<file path="config.mk">
export PLATFORM = sky130hd
export DESIGN_NAME = proj_fm_extender
export DESIGN_NICKNAME = d
export VERILOG_FILES = /design/src/rtl/proj_pkg.sv /design/src/rtl/proj_fm_mismatch_cnt.sv /design/src/rtl/proj_fm_extender.sv
export SDC_FILE = /design/constraint.sdc
export NUM_CORES = 1
export LEC_CHECK = 0
export CORE_ASPECT_RATIO = 1.4
export CORE_UTILIZATION = 30
export CTS_CLUSTER_DIAMETER = 80
export DETAILED_ROUTE_END_ITERATION = 10
export GPL_TIMING_DRIVEN = 0
export REMOVE_ABC_BUFFERS = 1
export SETUP_SLACK_MARGIN = 0.4
export SYNTH_ARGS = -nofsm -noshare
export SYNTH_HDL_FRONTEND = slang
export SYNTH_SLANG_ARGS = --single-unit
</file>
<file path="constraint.sdc">
create_clock -name in_clk -period 6.5 [get_ports in_clk]
set_input_delay 0.65 -clock in_clk [delete_from_list [all_inputs] [get_ports in_clk]]
set_output_delay 0.65 -clock in_clk [all_outputs]
set_load 0.01 [all_outputs]
</file>
<file path="src/rtl/proj_pkg.sv">
// rtl/proj_pkg.sv - shared constants and types for the FM extender
package proj_pkg;

  localparam int FM_DATA_BITS              = 2;
  localparam int FM_EXTENDER_FRAG_LEN_BITS = 16;
  localparam int SIGNED_INDICE_LEN         = 8;
  localparam int FM_EXT_SHIFT              = 2;
  localparam int FM_EXT_MAX_MISMATCH       = 1;

  localparam int FRAG_SYMS  = FM_EXTENDER_FRAG_LEN_BITS / FM_DATA_BITS;
  localparam int SCORE_BITS = $clog2(FRAG_SYMS + 1);

  typedef enum logic [2:0] {SWAP, IDLE, SCAN, DRAIN, RESULT} ext_state_t;

  typedef logic [SCORE_BITS-1:0] score_t;

endpackage

</file>
<file path="src/rtl/proj_fm_mismatch_cnt.sv">
// rtl/proj_fm_mismatch_cnt.sv - counts differing symbols between two fragments
module proj_fm_mismatch_cnt
  import proj_pkg::*;
#(
  parameter int DATA_BITS = FM_DATA_BITS,
  parameter int FRAG_LEN  = FM_EXTENDER_FRAG_LEN_BITS
) (
  input  logic [FRAG_LEN-1:0] frag_a,
  input  logic [FRAG_LEN-1:0] frag_b,
  output score_t              score
);

  localparam int N_SYMS = FRAG_LEN / DATA_BITS;

  always_comb begin
    score = '0;
    for (int i = 0; i < N_SYMS; i++) begin
      if (frag_a[i*DATA_BITS +: DATA_BITS] != frag_b[i*DATA_BITS +: DATA_BITS])
        score = score + score_t'(1);
    end
  end

endmodule

</file>
<file path="src/rtl/proj_fm_extender.sv">
// rtl/proj_fm_extender.sv - sweeps the FM read window around a seed hit and reports the best shift
module proj_fm_extender
  import proj_pkg::*;
#(
  parameter int DATA_BITS         = proj_pkg::FM_DATA_BITS,
  parameter int FRAG_LEN          = proj_pkg::FM_EXTENDER_FRAG_LEN_BITS,
  parameter int SIGNED_INDICE_LEN = proj_pkg::SIGNED_INDICE_LEN,
  parameter int SHIFT             = proj_pkg::FM_EXT_SHIFT,
  parameter int MAX_MISMATCH      = proj_pkg::FM_EXT_MAX_MISMATCH
) (
  input  logic                                          in_clk,
  input  logic                                          in_rst,
  input  logic                                          hit_valid,
  output logic                                          hit_ready,
  input  logic signed [SIGNED_INDICE_LEN-1:0]           hit_pos,
  input  logic [FRAG_LEN-1:0]                           hit_query,
  input  logic                                          hit_last,
  input  logic                                          fm_wait,
  output logic                                          fm_chg_idx,
  output logic signed [SIGNED_INDICE_LEN-1:0]           fm_frag_idx,
  input  logic [FRAG_LEN-1:0]                           fm_rdata,
  output logic                                          res_valid,
  input  logic                                          res_ready,
  output logic signed [SIGNED_INDICE_LEN-1:0]           res_pos,
  output logic [$clog2(FRAG_LEN/DATA_BITS+1)-1:0]       res_score,
  output logic                                          res_found
);

  localparam int N_SYMS = FRAG_LEN / DATA_BITS;
  localparam int IW     = SIGNED_INDICE_LEN;

  typedef logic signed [IW-1:0] idx_t;

  localparam idx_t K_END = idx_t'(SHIFT + 1);

  ext_state_t          state, state_nxt;
  idx_t                pos_q, k_q, cap_idx, best_pos, nxt_pos;
  idx_t                base, koff, issue_idx;
  logic signed [IW:0]  sum;
  logic [FRAG_LEN-1:0] query_q, cap_data;
  logic                last_q, cap_valid;
  score_t              best_score, cur_score, nxt_score;

  proj_fm_mismatch_cnt #(
    .DATA_BITS (DATA_BITS),
    .FRAG_LEN  (FRAG_LEN)
  ) u_mismatch_cnt (
    .frag_a (cap_data),
    .frag_b (query_q),
    .score  (cur_score)
  );

  // The first offset is issued from the hit port directly, so SCAN starts with a valid index.
  always_comb begin
    base = (state == IDLE) ? hit_pos : pos_q;
    koff = (state == IDLE) ? idx_t'(-SHIFT) : k_q;
    sum  = {base[IW-1], base} + {koff[IW-1], koff};
    if (sum[IW] != sum[IW-1])
      issue_idx = sum[IW] ? {1'b1, {(IW-1){1'b0}}} : {1'b0, {(IW-1){1'b1}}};
    else
      issue_idx = sum[IW-1:0];
  end

  always_comb begin
    nxt_score = best_score;
    nxt_pos   = best_pos;
    if (cap_valid && (cur_score < best_score)) begin
      nxt_score = cur_score;
      nxt_pos   = cap_idx;
    end
  end

  always_comb begin
    state_nxt  = state;
    hit_ready  = 1'b0;
    fm_chg_idx = 1'b0;
    case (state)
      SWAP: begin
        if (fm_wait) begin
          fm_chg_idx = !in_rst;
          state_nxt  = IDLE;
        end
      end
      IDLE: begin
        hit_ready = 1'b1;
        if (hit_valid) state_nxt = SCAN;
      end
      SCAN:   if (k_q == K_END) state_nxt = DRAIN;
      DRAIN:  state_nxt = RESULT;
      RESULT: if (res_ready) state_nxt = last_q ? SWAP : IDLE;
      default: state_nxt = SWAP;
    endcase
  end

  always_ff @(posedge in_clk) begin
    if (in_rst) begin
      state       <= SWAP;
      pos_q       <= '0;
      k_q         <= '0;
      query_q     <= '0;
      last_q      <= 1'b0;
      cap_valid   <= 1'b0;
      cap_data    <= '0;
      cap_idx     <= '0;
      best_score  <= score_t'(N_SYMS);
      best_pos    <= '0;
      fm_frag_idx <= '0;
      res_valid   <= 1'b0;
      res_pos     <= '0;
      res_score   <= '0;
      res_found   <= 1'b0;
    end else begin
      state     <= state_nxt;
      cap_valid <= (state == SCAN);
      if (state == SCAN) begin
        cap_data <= fm_rdata;
        cap_idx  <= fm_frag_idx;
      end
      if (cap_valid) begin
        best_score <= nxt_score;
        best_pos   <= nxt_pos;
      end
      case (state)
        IDLE: begin
          if (hit_valid) begin
            pos_q       <= hit_pos;
            query_q     <= hit_query;
            last_q      <= hit_last;
            k_q         <= idx_t'(1 - SHIFT);
            fm_frag_idx <= issue_idx;
            best_score  <= score_t'(N_SYMS);
            best_pos    <= '0;
          end
        end
        SCAN: begin
          if (k_q != K_END) begin
            fm_frag_idx <= issue_idx;
            k_q         <= k_q + idx_t'(1);
          end
        end
        DRAIN: begin
          res_valid <= 1'b1;
          res_pos   <= nxt_pos;
          res_score <= nxt_score;
          res_found <= (nxt_score <= score_t'(MAX_MISMATCH));
        end
        RESULT: if (res_ready) res_valid <= 1'b0;
        default: ;
      endcase
    end
  end

endmodule
</file>
==> results of run 1 <==
==> worst max-delay path, stage by stage, from the launching register on <==
cell	delay, ns
dfxtp_1	0.32
xor2_1	0.16
nor2_2	0.20
ha_1	0.32
a21boi_1	0.18
or2_4	0.29
inv_4	0.08
xnor2_1	0.07
ha_1	0.29
a21oi_1	0.04
a31oi_1	0.25
o31a_1	0.24
xnor2_1	0.09
a21oi_1	0.16
ha_1	0.16
nand2_1	0.06
xnor2_1	0.22
xnor2_1	0.13
and4b_1	0.30
xor2_2	0.22
ha_1	0.28
a211oi_1	0.31
nand3b_1	0.18
o21ai_4	0.25
buf_12	0.15
mux2i_1	0.23
o21ai_0	0.11
nor2b_1	0.13
==> state kept, by name, summed over array words and instances (netlist names), 4 cells and up <==
signal and cells:
res_score 4, best_pos 8, query_q 16, best_score 4, cap_data 16, pos_q 8, res_pos 8, k_q 8
cap_idx 8, fm_frag_idx 8
==> placed cells by master (no fill, tap or decap), types with 9 or more instances in the layout <==
| cell type | n |
|---|---|
| a211oi_1 | 17 |
| a21oi_1 | 77 |
| clkbuf_16 | 9 |
| clkdlybuf4s50_1 | 68 |
| dfxtp_1 | 95 |
| ha_1 | 19 |
| inv_1 | 16 |
| mux2_2 | 10 |
| mux2i_1 | 11 |
| nand2_1 | 124 |
| nor2_1 | 46 |
| o21ai_0 | 9 |
| xnor2_1 | 22 |
| xor2_1 | 14 |
==> routing by layer <==
layer / share of wire, % / wire length, um
met1: 43 / 4922
met2: 52 / 6001
met3: 2.6 / 292
met4: 1.9 / 216
met5: 0 / 0
==> through the flow <==
| step | worst slack, ns | instance area (um2) |
|---|---|---|
| 2_1_floorplan | 1.380 | 4705 |
| 3_3_place_gp | 0.6238 | 5640 |
| 3_5_place_dp | 0.6213 | 5654 |
| 4_1_cts | 0.6023 | 5938 |
| 5_1_grt | 0.4271 | 6008 |
| 6_report | 0.9355 | 6008 |
==> repair_timing <==
| action | CTS | global route |
|---|---|---|
| endpoints found under the setup margin | 0 | 24 |
| resized for setup | 0 | 3 |
| setup buffers | 0 | 6 |
==> layout make-up <==
cell class | count | area (um2) | area share (%)
Multi-Input combinational cell | 441 | 2754 | 45.84
Sequential cell | 95 | 1902 | 31.65
Timing Repair Buffer | 76 | 757.0 | 12.60
Tap cell | 196 | 245.2 | 4.082
Clock buffer | 11 | 242.7 | 4.040
Inverter | 17 | 66.31 | 1.104
Clock inverter | 5 | 41.29 | 0.6872
==> kinds of logic (layout without fill, tap and decap cells) <==
kind of cell,Yosys count,after routing,share of synthesized area [%]
compound gates,134,134,17.18
xor+xnor,42,42,8.834
fa+ha+maj,25,25,6.373
buf+inv,45,109,3.964
flops,95,95,39.38
mux,21,21,4.612
simple gates,219,219,19.66
==> power breakdown <==
part	total [mW]	internal [mW]	leakage, nW	switching [mW]
clock	0.501	0.273	0.132	0.228
combinational	0.392	0.185	1.27	0.208
sequential	0.625	0.605	0.770	0.0198
==> worst max-delay path by stage <==
stage / to / slack, ns
after floorplan: res_score[1] / 1.38
after global placement: k_q[7] / 0.62
after detailed placement: res_score[1] / 0.62
after CTS: res_score[1] / 0.60
after global routing: res_score[2] / 0.43
final: res_score[1] / 0.94
==> impl_metrics.yaml, run 1 <==
finish:
  post-route-util_pct: 38.33
  stdcell_count: 841
  fin_nets: 706
  post_route_cells_drive_above_1_share_pct: 8.837
  n_antenna_cell: 0
  n_fill_cell: 1607
  syn_to_final_growth_pct: 24.40
sta:
  setup_viol: 0
  slew_violations: 0
  grt_setup_unrepaired: "false"
  max_freq_mhz: 179.7
  period_minus_slack_ns: 5.564
  fin_tns_setup_ns: 0
  fin_crit_sh_pct: 85.61
  finClkSkew_ns: 0.009518
  worst_pin_slew_ns: 1.291
  maxSlewHeadroom_pct: 13.73
  hold_viol: 0
  whs_ns: 0.4563
detailed_routing:
  antenna_left: 0
  viasPerCell: 4.869
  wl_per_cell_um: 13.59
  drc: 0
  drtIter0Drc: 147
  drtPass1Iterations: 4
  num_vias: 4095
  wirelength_um: 11430
hold_path:
  hold_start: "pos_q[0]"
  min_path_cells: 2
  holdPathEnd: "pos_q[0]"
  hp-class: "reg2reg"
clock_tree:
  cts_made_buffers: 9
  clk_path_buf_depth: 2
  cts-root-buf: "clkbuf_16"
  clkLatencyLatePin_ns: 0.34
  htree_levels: 3
  cts_tree: "built"
  cts_hold_buf: 0
  clkSinkCount: 95
  clkSlewWorstSetupHoldPaths_ns: 0.07
global_route:
  grt_pass1_vias: 4026
  grtUsageTotal_pct: 14.46
  busiest_layer: "met2"
  met3_usage_pct: 2.488
  antenna_found_initial: 0
  met2_usage_pct: 26.24
  grt_max_degree: 86
  grt_pass1_wl_um: 19090
  grt-ovfl-total: 0
  grt.met1_usage_pct: 16.43
synth:
  syn_area_per_cell_um2: 8.313
  syn_area_um2: 4830
  ys.flop_type: "dfxtp_1"
  ys_types: 62
  synthCells: 581
  synth_top_area_share_pct: 39.38
  yosys_register_bits: 95
  ys_warn_count: 0
  synth_top_area_cell: "dfxtp_1"
  synth_most_common_cell: "nand2_1"
  synth_common_cells: "124 x nand2_1, 95 x dfxtp_1, 77 x a21oi_1"
  ys_seq_area_share_pct: 39.38
  synth_edf_count: 0
  synthArstFlopShare_pct: 0
  synth_area_leaders: "dfxtp_1 39%, nand2_1 9.6%, a21oi_1 8.0%, ha_1 4.9%, xnor2_1 4.2%"
place:
  hpwl_um: 8299
  place_inst: 819
  gp_congestion: 0.7389
  place.port_buffers: 69
worst_setup_path:
  r2r_slack_ns: 0.94
  end_kind: "flop"
  worstSetupStartpointType: "flop"
  ff2ff_path_depth: 27
  r2r-end: "res_score[1]"
  timing.rr.start: "cap_data[3]"
  cp.arrival_ns: 5.77
  startpoint: "cap_data[3]"
  crit_path_max_fanout: 7
  worstSetupPathType: "reg2reg"
  crit_required_ns: 6.70
floorplan:
  rows: 54
  die_w_um: 109.2
  io_pins: 70
  die_h_um: 152.1
  dieArea_um2: 16620
  initial_core_util_pct: 30.81
  core_area_um2: 15680
outcome:
  outcome: "finished clean"
power:
  fin_total_pwr_mw: 1.519
  leakage_nw: 2.174
  powerDensity_nw_per_um2: 252.7
  irDropWorstVdd_mv: 0.1573
flow_run:
  cap_violations: 0
Power figures use the tool's default switching activity.
==> run 2: changes to the inputs <==
- ABC_CLOCK_PERIOD_IN_PS: not set -> 6500
==> results of run 2 <==
The final DEF is identical to that of run 1; final timing and power are the same.
==> run 3: changes to the inputs <==
- CORE_UTILIZATION: 30 -> 55
- PLACE_DENSITY: not set -> 0.81
- SKIP_LAST_GASP: not set -> 1
==> run 3 against run 2 <==
Effect of this change: combinational power down 1%; worst setup slack worse by 0.072 ns; sequential share of layout area up 0.40 points; design area fell by 1.2%; hold slack lost 0.0051 ns; first-iteration DRC count increased by 7.5%; maximum frequency shrank 1.3%; clock power is 23% higher; final cell count down 11%; highest routed layer unchanged.
==> impl_metrics.yaml, run 3 (same netlist as run 1, synthesis figures left out) <==
outcome:
  outcome: "finished clean"
sta:
  hold_viol: 0
  finClkSkew_ns: 0.004982
  slew_violations: 0
  fin_tns_setup_ns: 0
  whs_ns: 0.4512
  setup_viol: 0
  fin_crit_sh_pct: 86.72
  grt_setup_unrepaired: "false"
  period_minus_slack_ns: 5.637
  max_freq_mhz: 177.4
  maxSlewHeadroom_pct: 13.17
  worst_pin_slew_ns: 1.299
finish:
  final_common_cell: "nand2_1"
  syn_to_final_growth_pct: 22.85
  post-route-util_pct: 69.33
  final_cell_mix: "124 x nand2_1, 95 x dfxtp_1, 77 x a21oi_1, 68 x clkdlybuf4s50_1, 48 x nor2_1"
  fin_nets: 703
  n_antenna_cell: 0
  n_fill_cell: 681
  top_regs: "cap_data x16, query_q x16"
  post_route_cells_drive_above_1_share_pct: 8.255
worst_setup_path:
  crit_path_max_fanout: 9
  cp_common_cell: "ha_1"
  crit_buf_inv: 3
  critPathTopFamily: "simple AND/OR/NAND/NOR gates"
  ff2ff_path_depth: 24
  timing.rr.start: "cap_data[3]"
  critPathSlowestCell: "or4b_1"
  crit_required_ns: 6.69
  r2r-end: "res_pos[4]"
  worstSetupPathType: "reg2reg"
  cpPeakStageDelay_ns: 0.55
  cp.arrival_ns: 5.83
  startpoint: "cap_data[3]"
  worstPathCellList: "xor2_1, nor2_1, ha_1, a21boi_1, or2_4, inv_4, ha_1, inv_1, xnor2_1, nor2_1, a211o_1, o21a_1, ha_1, nand3_1, or4b_1, o221ai_2, xor2_2, ha_1, a211oi_1, nand3b_1, o21ai_4, buf_12, mux2i_1, a211oi_1"
  end_kind: "flop"
  r2r_slack_ns: 0.86
  worstSetupStartpointType: "flop"
clock_tree:
  clk_path_buf_depth: 2
  cts-root-buf: "clkbuf_16"
  cts_resized: 0
  htree_levels: 3
  clkLatencyLatePin_ns: 0.35
  cts_tree: "built"
  postCtsSetupRepairBufs: 0
  cts_hold_buf: 0
  clkSlewWorstSetupHoldPaths_ns: 0.06
  cts_made_buffers: 9
  clkSinkCount: 95
power:
  fin_total_pwr_mw: 1.627
  leakage_nw: 2.192
  p_int_mw: 1.177
  switching_power_uw: 450.1
  pwr-share-comb_pct: 23.8
  clock_power_share_pct: 37.8
  powerDensity_nw_per_um2: 274.3
  swShare_pct: 27.66
  seqPwrFrac_pct: 38.4
  irDropWorstVdd_mv: 0.1556
hold_path:
  holdPathEnd: "pos_q[4]"
  hold_start: "pos_q[4]"
  hp-class: "reg2reg"
  min_path_cells: 2
floorplan:
  die_h_um: 112.9
  dieArea_um2: 9165
  rows: 40
  initial_core_util_pct: 56.43
  die_w_um: 81.20
  core_area_um2: 8558
  io_pins: 70
place:
  place.port_buffers: 69
  hpwl_um: 7586
  gp_congestion: 0.8887
detailed_routing:
  viasPerCell: 5.589
  antenna_left: 0
  num_vias: 4175
  wirelength_um: 10940
  drtPass1Iterations: 4
  drc: 0
  drtIter0Drc: 158
  wl_per_cell_um: 14.64
global_route:
  grt_max_degree: 86
  grt-ovfl-total: 0
  antenna_found_initial: 0
  grt_pass1_vias: 4092
  grtUsageTotal_pct: 25.54
  grt_pass1_wl_um: 18000
flow_run:
  cap_violations: 0
-- run 3: cell types whose count changed in the layout (fill, tap and decap cells not counted), moves of 2 or more --
cell and delta:
bufinv_16 +3, nor2_1 +2, buf_4 -3, nor2_2 -2
-- run 3: cell type report --
| type | count | area (um2) | area share, % |
|---|---|---|---|
| multi-input combinational | 441 | 2745 | 46.27 |
| sequential | 95 | 1902 | 32.05 |
| timing repair buffer | 73 | 734.5 | 12.38 |
| clock buffer | 10 | 239.0 | 4.028 |
| tap | 105 | 131.4 | 2.214 |
| clock inverter | 6 | 115.1 | 1.940 |
| inverter | 17 | 66.31 | 1.118 |
-- run 3: routing by layer --
layer  GRT usage (%)  part of all wire, %
met2           46.67                   53
met1           27.49                   41
met5               0                    0
met4           11.55                  2.9
met3           5.000                  3.3
-- run 3: how the worst max path moves through the flow --
stage	endpoint	slack, ns	cells after the start
2_1_floorplan	res_score[1]	1.38	24
3_3_place_gp	k_q[7]	0.71	9
3_5_place_dp	res_score[2]	0.75	24
4_1_cts	res_score[1]	0.73	25
5_1_grt	res_pos[4]	0.39	24
6_report	res_pos[4]	0.86	24
-- run 3: through the flow --
| step | setup slack (ns) | cell area, um2 | instances |
|---|---|---|---|
| floorplan | 1.380 | 4705 | 553 |
| global placement | 0.7149 | 5527 | 727 |
| detailed placement | 0.7456 | 5540 | 728 |
| CTS | 0.7331 | 5894 | 744 |
| global route | 0.3888 | 5933 | 747 |
| finish | 0.8632 | 5933 | 747 |
-- run 3: tightest hold or removal path, delay by kind of cell, from the launching register on --
family          cells  cell delay [ns]
compound gates      1             0.05
simple gates        1             0.05
flops               1             0.31
-- run 3: power groups by stage --
stage               Clock (mW)  Sequential (mW)  Combinational, mW
finish                   0.615            0.625              0.388
global route             0.648            0.627              0.436
CTS                      0.626            0.625              0.388
detailed placement           0            0.638              0.383
global placement             0            0.636              0.371
floorplan                    0            0.636              0.268
